--- src/rtl/seq_divider_pkg.sv ---
// rtl/seq_divider_pkg.sv - shared widths and FSM encoding for the sequential divider
package seq_divider_pkg;

  localparam int N_DEF  = 3;
  localparam int W2_DEF = 2 * N_DEF;

  typedef enum logic [1:0] {
    IDLE = 2'd0,
    RUN  = 2'd1,
    DONE = 2'd2
  } state_e;

endpackage

--- src/rtl/seq_divider_if.sv ---
// rtl/seq_divider_if.sv - request/result bundle between a divider client and the divider
interface seq_divider_if
  import seq_divider_pkg::*;
#(
  parameter int N = N_DEF
);

  logic           start;
  logic [2*N-1:0] dividend;
  logic [N-1:0]   divisor;
  logic           busy;
  logic           done;
  logic [2*N-1:0] quotient;
  logic [N-1:0]   remainder;
  logic           dbz;

  modport master (
    output start, dividend, divisor,
    input  busy, done, quotient, remainder, dbz
  );

  modport slave (
    input  start, dividend, divisor,
    output busy, done, quotient, remainder, dbz
  );

endinterface

--- src/rtl/seq_divider_cond_subtractor.sv ---
// rtl/seq_divider_cond_subtractor.sv - ripple a + ~b + 1 subtractor with no-borrow flag
module cond_subtractor #(
  parameter int W = 4
) (
  input  logic [W-1:0] a_i,
  input  logic [W-1:0] b_i,
  output logic [W-2:0] diff_o,
  output logic         no_borrow_o
);

  logic [W:0]   carry;
  logic [W-1:0] b_inv;

  assign b_inv    = ~b_i;
  assign carry[0] = 1'b1;

  // Only the low W-1 difference bits are produced: when no borrow occurs the
  // result is below the divisor and its top bit is always zero.
  for (genvar i = 0; i < W; i++) begin : g_fa
    assign carry[i+1] = (a_i[i] & b_inv[i]) | (a_i[i] & carry[i]) | (b_inv[i] & carry[i]);
  end

  for (genvar i = 0; i < W - 1; i++) begin : g_sum
    assign diff_o[i] = a_i[i] ^ b_inv[i] ^ carry[i];
  end

  assign no_borrow_o = carry[W];

endmodule

--- src/rtl/seq_divider.sv ---
// rtl/seq_divider.sv - restoring divider, 2N-bit dividend by N-bit divisor, one quotient bit per clock
module seq_divider
  import seq_divider_pkg::*;
#(
  parameter int N = N_DEF
) (
  input  logic        clk,
  input  logic        rst,
  seq_divider_if.slave bus
);

  localparam int W2 = 2 * N;
  localparam int CW = $clog2(W2);
  localparam logic [CW-1:0] CNT_LAST = CW'(W2 - 1);

  state_e          state_q;
  logic            busy_q, done_q, dbz_q;
  logic [W2-1:0]   quo_q;
  logic [N-1:0]    rem_q;
  logic [N-1:0]    p_q;
  logic [W2-1:0]   q_q;
  logic [N-1:0]    div_q;
  logic [CW-1:0]   cnt_q;

  logic [N:0]      p_shift;
  logic [N-1:0]    p_diff;
  logic            q_bit;
  logic [N-1:0]    p_d;
  logic [W2-1:0]   q_d;

  // P' brings in the next dividend bit; the stored P never exceeds N bits
  // because a restored remainder is always below the divisor.
  assign p_shift = {p_q, q_q[W2-1]};

  cond_subtractor #(.W(N + 1)) u_sub (
    .a_i         (p_shift),
    .b_i         ({1'b0, div_q}),
    .diff_o      (p_diff),
    .no_borrow_o (q_bit)
  );

  assign p_d = q_bit ? p_diff : p_shift[N-1:0];
  assign q_d = {q_q[W2-2:0], q_bit};

  always_ff @(posedge clk) begin
    if (rst) begin
      state_q <= IDLE;
      busy_q  <= 1'b0;
      done_q  <= 1'b0;
      dbz_q   <= 1'b0;
      quo_q   <= '0;
      rem_q   <= '0;
      p_q     <= '0;
      q_q     <= '0;
      div_q   <= '0;
      cnt_q   <= '0;
    end else begin
      case (state_q)
        RUN: begin
          p_q <= p_d;
          q_q <= q_d;
          if (cnt_q == '0) begin
            state_q <= DONE;
            busy_q  <= 1'b0;
            done_q  <= 1'b1;
            quo_q   <= q_d;
            rem_q   <= p_d;
            dbz_q   <= 1'b0;
          end else begin
            cnt_q <= cnt_q - 1'b1;
          end
        end
        default: begin
          state_q <= IDLE;
          done_q  <= 1'b0;
          if (bus.start) begin
            div_q <= bus.divisor;
            if (bus.divisor == '0) begin
              state_q <= DONE;
              done_q  <= 1'b1;
              quo_q   <= '1;
              rem_q   <= '0;
              dbz_q   <= 1'b1;
            end else begin
              state_q <= RUN;
              busy_q  <= 1'b1;
              p_q     <= '0;
              q_q     <= bus.dividend;
              cnt_q   <= CNT_LAST;
            end
          end
        end
      endcase
    end
  end

  assign bus.busy      = busy_q;
  assign bus.done      = done_q;
  assign bus.quotient  = quo_q;
  assign bus.remainder = rem_q;
  assign bus.dbz       = dbz_q;

endmodule

--- src/flat_wrapper.sv ---
// flat-port wrapper written by rule: the top's interface ports become plain ports
module seq_divider_flat import seq_divider_pkg::*;
#(
  parameter int N = N_DEF
)
  (clk, rst, bus_start, bus_dividend, bus_divisor, bus_busy, bus_done, bus_quotient, bus_remainder, bus_dbz);
  seq_divider_if #(.N(N)) bus_i ();
  input  logic clk;
  input  logic rst;
  input wire logic [$bits(bus_i.start)-1:0] bus_start;
  input wire logic [$bits(bus_i.dividend)-1:0] bus_dividend;
  input wire logic [$bits(bus_i.divisor)-1:0] bus_divisor;
  output wire logic [$bits(bus_i.busy)-1:0] bus_busy;
  output wire logic [$bits(bus_i.done)-1:0] bus_done;
  output wire logic [$bits(bus_i.quotient)-1:0] bus_quotient;
  output wire logic [$bits(bus_i.remainder)-1:0] bus_remainder;
  output wire logic [$bits(bus_i.dbz)-1:0] bus_dbz;
  assign bus_i.start = bus_start;
  assign bus_i.dividend = bus_dividend;
  assign bus_i.divisor = bus_divisor;
  assign bus_busy = bus_i.busy;
  assign bus_done = bus_i.done;
  assign bus_quotient = bus_i.quotient;
  assign bus_remainder = bus_i.remainder;
  assign bus_dbz = bus_i.dbz;
  seq_divider #(.N(N)) u_core (.clk(clk), .rst(rst), .bus(bus_i));
endmodule
--- config.mk ---
export PLATFORM = sky130hd
export DESIGN_NAME = seq_divider_flat
export DESIGN_NICKNAME = d
export VERILOG_FILES = /design/src/rtl/seq_divider_pkg.sv /design/src/rtl/seq_divider_if.sv /design/src/rtl/seq_divider_cond_subtractor.sv /design/src/rtl/seq_divider.sv /design/src/flat_wrapper.sv
export SDC_FILE = /design/constraint.sdc
export NUM_CORES = 1
export LEC_CHECK = 0
export ABC_AREA = 1
export BUFFER_PORTS_ARGS = -buffer_cell sky130_fd_sc_hd__buf_2
export CORE_ASPECT_RATIO = 1.2
export CORE_MARGIN = 2
export CORE_UTILIZATION = 45
export CTS_BUF_LIST = sky130_fd_sc_hd__clkbuf_4 sky130_fd_sc_hd__clkbuf_8
export CTS_CLUSTER_DIAMETER = 40
export DETAILED_ROUTE_END_ITERATION = 10
export GPL_TIMING_DRIVEN = 1
export PLACE_DENSITY_LB_ADDON = 0.15
export SYNTH_ARGS = -nofsm -noshare
export SYNTH_HDL_FRONTEND = slang
export SYNTH_SLANG_ARGS = --single-unit
--- constraint.sdc ---
create_clock -name clk -period 2.27 [get_ports clk]
set_clock_uncertainty 0.15 [all_clocks]
set_input_delay 0.227 -clock clk [delete_from_list [all_inputs] [get_ports clk]]
set_output_delay 0.227 -clock clk [all_outputs]
set_load 0.02 [all_outputs]
==> reports/qor.csv <==
metric,value,unit
leak pwr,0.879,nW
grt ovf,0,
"Max FO, Critical Path",3,
CTS tree,done,
Switch Pwr,0.000379,W
CP Data Required Time,2.38,ns
Final period util,89.1,%
final hold violation count,0,
Area after DPL,1500,sq um
Peak Freq,0.494,GHz
Worst Tran Pin Value,0.489,ns
sequential element share of the synthesized area,41.3,%
Pwr Density,764,nW/um^2
DR iter-0 viols,35,
Ant. Diodes,0,
Yosys reg bits,28,
WP data arrival,2.13,ns
Internal,0.000829,W
clock latency on the worst-skew pair,0.34,ns
Post-CTS Setup Bufs,0,
TritonCTS buffer count,3,
routed wire length,2960,um
Gate power share,24.6,%
HPWL Detailed,2150,um
unrepaired setup endpoints after global routing,false,
die width,54.2,um
Initial Util,47.9,%
worst hold path class,input pin to flip-flop,
Sw Share,31.4,%
Clock power frac,27.9,%
Setup crit end kind,flip-flop,
Routability Congestion,0.820,
Clock Tree Root,clkbuf_4,
DRT Pass-1 Iters,4,
total core area,2840,sq um
Sink Count,28,
GR Util All Layers,19.1,%
setup ws final,0.247,ns
VDD IR-drop max,691,uV
max_slew headroom,67.3,%
Vias/cell,4.95,
Yosys Warn Count,0,
Setup-failing EPs final,0,
clk buf depth,2,
Syn Area/Cell,6.93,sq um
average wire per standard cell,11.5,um
Final min period,2.02,ns
Fillers,282,
synth-to-layout area growth,16.4,%
outcome,finished clean,
CP Class,flip-flop to flip-flop,
Max Slew Vio Count,0,
first-pass GRT wire length,4930,um
"Reg clk slew, reported paths",0.15,ns
initial antenna violation count,0,
DRT antenna net count,0,
Setup TNS Final,0,ns
final instance area,1580,sq um
I/O pins,24,
layout cells sized above 1,17.6,%
Seq pwr share,47.5,%
via total after detailed routing,1268,
worst slack at placement,0.175,ns
Mapped Cells,196,
Worst setup SP type,flip-flop,
"Distinct cells, synth",21,
Die ar.,3480,sq um
nets@finish,240,
largest net degree at the start of global routing,24,
syn_nets,213,
# port buffers,23,
row count,21,
total of max-cap violations,0,
H-tree depth,1,
Remaining DRCs,0,
Post-Syn Area,1360,sq um
die height,64.2,um
vias in the first global route,1190,
[routing by layer]
metal	GRT usage [%]	wire length [um]	up-vias	part of all wire (%)
met2	32.4	1450	33	49
li1	-	-	653	-
met3	3.74	175	7	5.9
met5	0	0	-	0
met4	7.50	61	0	2.1
met1	22.6	1270	575	43
[timing repair]
action                                  CTS  global route
endpoints found under the hold margin     7             0
resized for setup                         0             1
hold buffers                              3             0
endpoints found under the setup margin    0             2
[power groups by stage]
stage | Clock [W] | Sequential (W) | Combinational (W)
finish | 0.000338 | 0.000573 | 0.000297
global route | 0.000359 | 0.000580 | 0.000337
CTS | 0.000344 | 0.000573 | 0.000300
detailed placement | 0 | 0.000584 | 0.000294
global placement | 0 | 0.000582 | 0.000283
floorplan | 0 | 0.000605 | 0.000190
[final timing paths]
path,from,endpoint,slack (ns),cells after the start
hold reg to reg,u_core.bus.quotient[2],u_core.bus.quotient[2],0.33,2
setup reg to reg,u_core.q_q[5],u_core.bus.remainder[2],0.25,9
setup / recovery,u_core.q_q[5],u_core.bus.remainder[2],0.25,9
hold / removal,bus_divisor[2],u_core.div_q[2],0.02,3
[layout make-up]
class / instances / area (sq um) / share of cell area, %
inverter: 34 / 128 / 8.07
timing repair buffer: 27 / 153 / 9.65
clock buffer: 3 / 22.5 / 1.42
tap: 34 / 42.5 / 2.69
clock inverter: 1 / 30.0 / 1.90
multi-input combinational: 129 / 646 / 40.8
sequential: 28 / 561 / 35.4
[critical path: stages (launching register included)]
cell and delay, ns:
dfxtp_1 0.38, inv_1 0.05, ha_1 0.18, fa_1 0.36, inv_1 0.08, fa_1 0.41, nand2_1 0.09, nand2_1 0.07
nor2_1 0.11, nor2_1 0.06
[cell families after synthesis]
kind of cell | count (synthesis) | share of synthesized area [%]
flip-flops | 28 | 41.3
adder cells (fa/ha/maj) | 5 | 5.71
buffers and inverters | 39 | 11.4
AND/OR/NAND/NOR | 98 | 30.7
AO/OA/AOI/OAI | 26 | 11.0
[synth_stat cells, drive strengths merged]
master	count	share of area [%]
nor2	35	11
nand2	43	12
inv	34	9.4
dfxtp	28	41
clkbuf	2	0.55
or2	1	0.46
ha	3	2.8
a21oi	7	2.9
o21ai	13	4.8
o21bai	6	3.3
buf	3	1.5
nand3b	3	1.7
nand3	16	5.9
fa	2	2.9
[registers in the layout, indices dropped and copies added, names as in the netlist]
register	flops
u_core.state_q	2
u_core.bus.dbz	1
u_core.bus.remainder	3
u_core.cnt_q	3
u_core.bus.busy	1
u_core.div_q	3
u_core.p_q	3
u_core.q_q	6
u_core.bus.quotient	6
[cells in the final DEF, fill, tap and decap left out]
cell type,count
or2_1,1
buf_4,1
a21oi_1,6
nor2_2,3
bufinv_16,1
inv_1,29
dlygate4sd3_1,3
o21ai_1,10
nand3b_1,3
nor2_1,31
fa_1,2
buf_2,23
dfxtp_1,28
nand2_1,42
clkbuf_4,3
inv_2,5
o21bai_1,6
ha_1,3
nand3_1,16
a21oi_2,1
nand2_2,1
nor2_4,1
o21ai_0,3
[stage by stage]
stage,power (W),utilization (%),instances,hold slack [ns]
3_3_place_gp,0.000865,52.7,249,0.294
2_1_floorplan,0.000795,-,196,0.146
4_1_cts,0.00122,55.6,256,0.0231
3_5_place_dp,0.000878,52.7,249,0.295
6_report,0.00121,55.7,256,0.0181
5_1_grt,0.00128,55.7,256,0.0419
No activity file was read; power rests on OpenSTA's default activity.
